--- src/rtl/shared_adder_arbiter.sv ---
// shared_adder_arbiter: round-robin grant of NREQ operand requests onto one
// shared BITS-wide adder, with a single registered response slot.
module shared_adder_arbiter #(
  parameter int unsigned BITS    = 8,
  parameter int unsigned NREQ    = 4,
  parameter int unsigned ID_BITS = 2
) (
  input  logic                 clock,
  input  logic                 reset,
  input  logic [NREQ-1:0]      req_valid,
  output logic [NREQ-1:0]      req_ready,
  input  logic [NREQ*BITS-1:0] req_a,
  input  logic [NREQ*BITS-1:0] req_b,
  output logic                 rsp_valid,
  input  logic                 rsp_ready,
  output logic [ID_BITS-1:0]   rsp_id,
  output logic [BITS-1:0]      rsp_sum,
  output logic                 rsp_carry,
  output logic [15:0]          op_count
);

  localparam int unsigned CNT_W = 16;

  logic               r_rsp_valid;
  logic [ID_BITS-1:0] r_rsp_id;
  logic [BITS-1:0]    r_rsp_sum;
  logic               r_rsp_carry;
  logic [ID_BITS-1:0] r_ptr;
  logic [CNT_W-1:0]   r_op_count;

  logic               w_can_issue;
  logic               w_grant_any;
  logic [ID_BITS-1:0] w_grant_id;
  logic [ID_BITS-1:0] w_sel;
  logic [ID_BITS-1:0] w_ptr_next;
  int unsigned        w_idx;
  logic [BITS-1:0]    w_a_arr [NREQ];
  logic [BITS-1:0]    w_b_arr [NREQ];
  logic [BITS-1:0]    w_a;
  logic [BITS-1:0]    w_b;
  logic [BITS:0]      w_result;

  // Unpack flat operand buses into per-requester arrays
  for (genvar g = 0; g < int'(NREQ); g++) begin : g_unpack
    assign w_a_arr[g] = req_a[g*BITS +: BITS];
    assign w_b_arr[g] = req_b[g*BITS +: BITS];
  end

  // Rotating-priority scan starting at r_ptr; first valid requester wins
  always_comb begin
    w_can_issue = !r_rsp_valid || rsp_ready;
    w_grant_any = 1'b0;
    w_grant_id  = '0;
    w_sel       = '0;
    w_idx       = 0;
    for (int unsigned k = 0; k < NREQ; k++) begin
      w_idx = 32'(r_ptr) + k;
      if (w_idx >= NREQ) w_idx = w_idx - NREQ;
      w_sel = ID_BITS'(w_idx);
      if (!w_grant_any && req_valid[w_sel]) begin
        w_grant_any = 1'b1;
        w_grant_id  = w_sel;
      end
    end
    // No grant while the slot is blocked or reset is held
    if (!w_can_issue || reset) w_grant_any = 1'b0;
  end

  // One-hot ready toward the granted requester
  always_comb begin
    req_ready = '0;
    if (w_grant_any) req_ready[w_grant_id] = 1'b1;
  end

  // Shared adder on the granted operand pair
  always_comb begin
    w_a        = w_a_arr[w_grant_id];
    w_b        = w_b_arr[w_grant_id];
    w_result   = {1'b0, w_a} + {1'b0, w_b};
    w_ptr_next = (w_grant_id == ID_BITS'(NREQ - 1)) ? '0 : w_grant_id + 1'b1;
  end

  // Response slot, round-robin pointer and accepted-op counter
  always_ff @(posedge clock or posedge reset) begin
    if (reset) begin
      r_rsp_valid <= 1'b0;
      r_rsp_id    <= '0;
      r_rsp_sum   <= '0;
      r_rsp_carry <= 1'b0;
      r_ptr       <= '0;
      r_op_count  <= '0;
    end else if (w_grant_any) begin
      r_rsp_valid <= 1'b1;
      r_rsp_id    <= w_grant_id;
      r_rsp_sum   <= w_result[BITS-1:0];
      r_rsp_carry <= w_result[BITS];
      r_ptr       <= w_ptr_next;
      r_op_count  <= r_op_count + 1'b1;
    end else if (r_rsp_valid && rsp_ready) begin
      r_rsp_valid <= 1'b0;
    end
  end

  assign rsp_valid = r_rsp_valid;
  assign rsp_id    = r_rsp_id;
  assign rsp_sum   = r_rsp_sum;
  assign rsp_carry = r_rsp_carry;
  assign op_count  = r_op_count;

endmodule

--- config.mk ---
export PLATFORM = sky130hd
export DESIGN_NAME = shared_adder_arbiter
export DESIGN_NICKNAME = d
export VERILOG_FILES = /design/src/rtl/shared_adder_arbiter.sv
export SDC_FILE = /design/constraint.sdc
export NUM_CORES = 1
export LEC_CHECK = 0
export ABC_AREA = 1
export BUFFER_PORTS_ARGS = -buffer_cell sky130_fd_sc_hd__buf_2
export CAP_MARGIN = 20
export CORE_MARGIN = 8
export CORE_UTILIZATION = 23
export CTS_CLUSTER_DIAMETER = 50
export DETAILED_ROUTE_END_ITERATION = 10
export PLACE_DENSITY = 0.42
export SLEW_MARGIN = 20
export SYNTH_ARGS = -nofsm -noshare
export SYNTH_HDL_FRONTEND = slang
export SYNTH_SLANG_ARGS = --single-unit
--- constraint.sdc ---
create_clock -name clock -period 5 [get_ports clock]
set_input_delay 0.5 -clock clock [delete_from_list [all_inputs] [get_ports clock]]
set_output_delay 0.5 -clock clock [all_outputs]
set_load 0.005 [all_outputs]
# [Word-level counts from Yosys, hierarchy flattened]
# Index checks and enable logic that the tools add are counted.
[op_classes] addsub=10 order_cmp=11 eq_ne=1 mux=33 bitwise=1 n_reduce_logical=13
[op_table] cell="$bmux W8 S2" n=2
[op_table] cell="$mux W8" n=4
[op_table] cell="$mux W2" n=9
[op_table] cell="$add A16 B1 Y16 const B" n=1
[op_table] cell="$lt A2 B3 Y1 const B" n=5
[op_table] cell="$ge A3 B3 Y1 const B" n=4
[op_table] cell="$mux W1" n=12
[op_table] cell="$add A8 B8 Y9" n=1
[op_table] cell="$bmux W1 S2" n=4
[op_table] cell="$sub A2 B1 Y2 const B" n=4
[op_table] cell="$add A2 B2 Y3 const B" n=2
[op_table] cell="$logic_and A1 B1 Y1" n=5
[op_table] cell="$logic_not A1 Y1" n=5
[op_table] cell="$mux W4" n=1
[op_table] cell="$add A2 B1 Y3 const B" n=1
[op_table] cell="$ge A2 B3 Y1 const B" n=1
[op_table] cell="$not A2 Y3" n=1
[op_table] cell="$add A2 B1 Y2 const B" n=1
[op_table] cell="$demux W1 S2" n=1
[op_table] cell="$eq A2 B2 Y1 const B" n=1
[op_table] cell="$ge A2 B1 Y1 const B" n=1
[op_table] cell="$logic_or A1 B1 Y1" n=2
[op_table] cell="$reduce_bool A2 Y1" n=1
[word_totals] regBits=30 inputBits=71 out_inout_bits=32 word_cells=75

# [Logic depth before layout (Yosys ltp)]
[depth] depth_word=19 depth_mapped=23 mapped_depth_nobuf=21

# [Least setup slack after synthesis]
# Ideal clock, no wire load.
[synth_path] path_type="reg-to-reg" from="register r_ptr[0]" to="register r_rsp_sum[4], in the netlist rsp_sum[4]" setup_time_ns=0.122 arrival_time_ns=2.559 required_time_ns=4.878 slack_ns=2.319 path_stages_with_launch=18 path_buffers=2 period_less_slack_ns=2.681 cell_sequence="dfrtp_1 > buf_6 > inv_6 > nand2_1 > nand3_1 > nand2_2 > nor2_4 > nand3_4 > nand3_4 > buf_4 > nand2_1 > nand3_1 > nand2_1 > ha_1 > fa_1 > a31oi_1 > xor2_1 > o21ai_1"
[synth_via] elab_chain_cells=19 word_cells_on_any_way=46 classes_between="8 x add/sub; 4 x order compare; 27 x mux; 1 x bitwise; 6 x reduce/logical"
[synth_lines] item="start: declaration" line="28" source="logic [ID_BITS-1:0] r_ptr;"
[synth_lines] item="start signal: assignment" line="97" source="r_ptr <= w_ptr_next;"
[synth_lines] item="branches (longest 19 deep; another with $add A2 B1 Y3)"
[synth_lines] item="end signal: assignment" line="95" source="r_rsp_sum <= w_result[BITS-1:0];"
[synth_lines] item="end: declaration" line="26" source="logic [BITS-1:0] r_rsp_sum;"
# Several ways; the timed one is not identified. The select of a mux whose other input is x is not followed.
# A chain may end at the register's enable or synchronous reset.

# [Worst setup path after layout]
# Same ends and word-level chain as after synthesis.

==> results.txt <==
----------------------------------------------------
[Global route]
  Global-route wire length before repair ... 15000 um
  Via count of the first global-routing pass ... 3064
  Initial antenna violation count ... 0
  Combined global-route utilization of all metal layers ... 11.0%
  Maximum number of pins on one net before global-route repair ... 38
  Leftover overflow at the end of global routing ... 0

[Clock tree]
  Number of clock sinks ... 30
  CTS tree ... done
  Clock H-tree levels ... 2
  Worst-Skew Late Latency ... 0.27 ns
  Count of hold buffers inserted by post-cts repair ... 0
  Root Driver ... clkbuf_16
  Clk pin slew, worst setup/hold paths ... 0.05 ns
  Longest Clk Path Bufs ... 2
  Buffers inserted during post-CTS setup optimization ... 0
  TritonCTS Buffers ... 5
  Number of gates given a new drive strength after cts ... 0

[Setup path]
  Worst Setup End Kind ... flip-flop
  Largest stage delay on the critical path ... 0.62 ns
  Buffer and inverter count on the worst path ... 2
  Crit path required time ... 5.14 ns
  Cells along the critical path ... inv_6 -> nand2_1 -> nand3_1 -> nand2_2 -> inv_1 -> nand3_2 -> nand3_4 -> nand2_1 -> nand3_1 -> nand2_1 -> ha_1 -> fa_1 -> a31oi_1 -> xor2_1 -> o21ai_1
  Maximum fanout count along the critical path ... 37
  Data arrival, critical path ... 3.88 ns
  Slowest stage cell on the critical path ... nand3_4
  Crit Path Category ... flip-flop to flip-flop
  Crit-path leading delay family ... simple AND/OR/NAND/NOR gates
  Kind of launch point of the worst setup path ... flip-flop
  Worst path most repeated cell ... nand2_1

[Route]
  Count of vias placed by the detailed router ... 3099
  Count of unresolved DRC violations after routing ... 0
  Violation count after the first detailed-route iteration ... 211
  Drt wl/cell ... 12.7 um
  WL final ... 9240 um
  DRT antenna net count ... 0
  Mean number of vias per cell ... 4.26
  Detailed-routing iteration count for the pre-antenna-repair pass ... 4

[Timing]
  TNS Setup ... 0 ns
  Period utilization ... 74.7%
  Final-report hold violation count ... 0
  Remaining max-slew budget at the tightest pin ... 54.3%
  RSZ-0062 raised after global routing ... no
  Highest clock rate ... 268 MHz
  Worst Tran Pin Value ... 0.684 ns
  Number of setup violations in the final report ... 0
  Total count of max-transition violations in the final report ... 0
  Final worst slack ... 1.26 ns
  Final Critical Period ... 3.74 ns
  Largest clock skew in the final design ... 0.00252 ns

[Synth]
  Yosys reg bits ... 30
  Synthesized instance count ... 464
  Commonest register cell after synthesis ... dfrtp_1
  EDFF count, synth ... 0
  Post-Syn Area ... 2940 um2
  Fraction of registers with async set or reset after synthesis ... 100%
  Mean instance size in the synthesized netlist ... 6.33 um2
  Synth Warn # ... 0
  Yosys top cell area share ... 25.6%
  Net count after synthesis ... 549
  Most common library cells after synthesis ... 130 x nand2_1, 95 x inv_1, 50 x nand3_1
  Proportion of synthesized chip area in sequential cells ... 25.6%
  Unique masters post-synth ... 28
  Top-count cell post-synth ... nand2_1
  Cell type contributing the most total cell area after synthesis ... dfrtp_1
  Biggest area contributors in the synthesized netlist ... dfrtp_1 26%, nand2_1 17%, inv_1 12%, nand3_1 8.5%, nand4_1 7.7%

[Run]
  Number of maximum-capacitance violations ... 0

[Layout]
  Area grow syn2layout ... 25.6%
  Layout cell share with drive strength beyond 1 ... 23.4%
  Layout net count ... 639
  FILL cells ... 1403
  Antenna cell count ... 0

[Placed design]
  Count of port buffers added during placement ... 102
  Post-detail-place hpwl ... 7300 um
  Placer congestion estimate ... 0.825
  Pre-CTS worst setup slack ... 1.25 ns

[Floorplan]
  Chip width ... 129 um
  Vert. Die Dim ... 129 um
  Row count ... 41
  Floorplan die area ... 16600 um2
  I/O Pins ... 103
  Initial core utilization ... 23.4%
  Core Area ... 12600 um2

[Hold path]
  Worst hold-check path type ... input port to async pin

[Status]
  Run status ... finished clean

----------------------------------------------------
## worst paths after layout
path | startpoint | depth (start not counted) | slack, ns | to
worst max-delay path | r_ptr[0]$_DFFE_PP0P_ | 15 | 1.26 | rsp_sum[4]$_DFFE_PP0P_
worst min-delay path | reset | 2 | 0.08 | rsp_valid$_DFFE_PP0P_
worst max register to register | r_ptr[0]$_DFFE_PP0P_ | 15 | 1.26 | rsp_sum[4]$_DFFE_PP0P_
worst min register to register | rsp_sum[3]$_DFFE_PP0P_ | 2 | 0.48 | rsp_sum[3]$_DFFE_PP0P_
max in group asynchronous | reset | 3 | 4.35 | op_count[0]$_DFFE_PP0P_
min in group clock | rsp_ready | 4 | 0.48 | rsp_valid$_DFFE_PP0P_
## cells in the final DEF (no fill, tap or decap), types with 2 or more instances in the layout
cell type | synthesis | routed
a21o_1 | 2 | 2
a21oi_1 | 6 | 6
a31oi_1 | 2 | 2
buf_2 | 13 | 102
clkbuf_16 | 0 | 5
dfrtp_1 | 30 | 30
ha_1 | 13 | 13
inv_1 | 95 | 95
inv_2 | 3 | 3
nand2_1 | 130 | 130
nand2_2 | 8 | 8
nand2_4 | 3 | 3
nand3_1 | 50 | 50
nand3_4 | 2 | 2
nand4_1 | 36 | 36
nor2_1 | 18 | 18
nor3_1 | 7 | 7
o21ai_0 | 2 | 2
o21ai_1 | 16 | 16
xnor2_1 | 5 | 5
xor2_1 | 10 | 10
## worst reg2reg max path, delay by kind of cell (launching register included)
family,cells,cell delay [ns]
compound gates,2,0.29
xor+xnor,1,0.17
fa+ha+maj,2,0.64
buf+inv,2,0.25
flops,1,0.53
simple gates,8,1.72
## registers in the layout (all words and copies together), names as in the netlist
name       flops
r_ptr          2
rsp_carry      1
rsp_id         2
rsp_sum        8
rsp_valid      1
op_count      16
## through the flow
stage	instance area, um2	instances	hold WS, ns	utilization [%]
2_1_floorplan	2940	464	0.472	-
3_3_place_gp	3540	719	0.355	28.2
3_5_place_dp	3540	719	0.360	28.2
4_1_cts	3690	727	0.0688	29.3
5_1_grt	3690	727	0.0671	29.3
6_report	3690	727	0.0759	29.3
## kinds of logic (layout without fill, tap and decap cells)
group | Yosys count | count (layout) | share of synthesized area (%)
XOR/XNOR | 15 | 15 | 4.47
AO/OA/AOI/OAI | 28 | 28 | 5.03
buffers and inverters | 120 | 211 | 17.4
adder cells (fa/ha/maj) | 14 | 14 | 6.22
AND/OR/NAND/NOR | 257 | 257 | 41.3
flip-flops | 30 | 30 | 25.6
## layer usage
layer	wire length, um	up-vias	global-route usage, %
li1	-	1642	-
met1	4680	1325	15.2
met2	3640	119	16.0
met3	731	13	3.56
met4	181	0	3.11
met5	0	-	0
## cell type report
class	instances	area, um2	area share [%]
repair buffers	103	518	14.0
multi-input cells	314	1670	45.4
inverters	100	383	10.4
clock inverters	1	5.00	0.136
well taps	172	215	5.83
clock buffers	7	143	3.87
flip-flops and latches	30	751	20.4
Power is not shown: default switching activity piles up to over one toggle a cycle in this logic, so the estimate is an artifact.
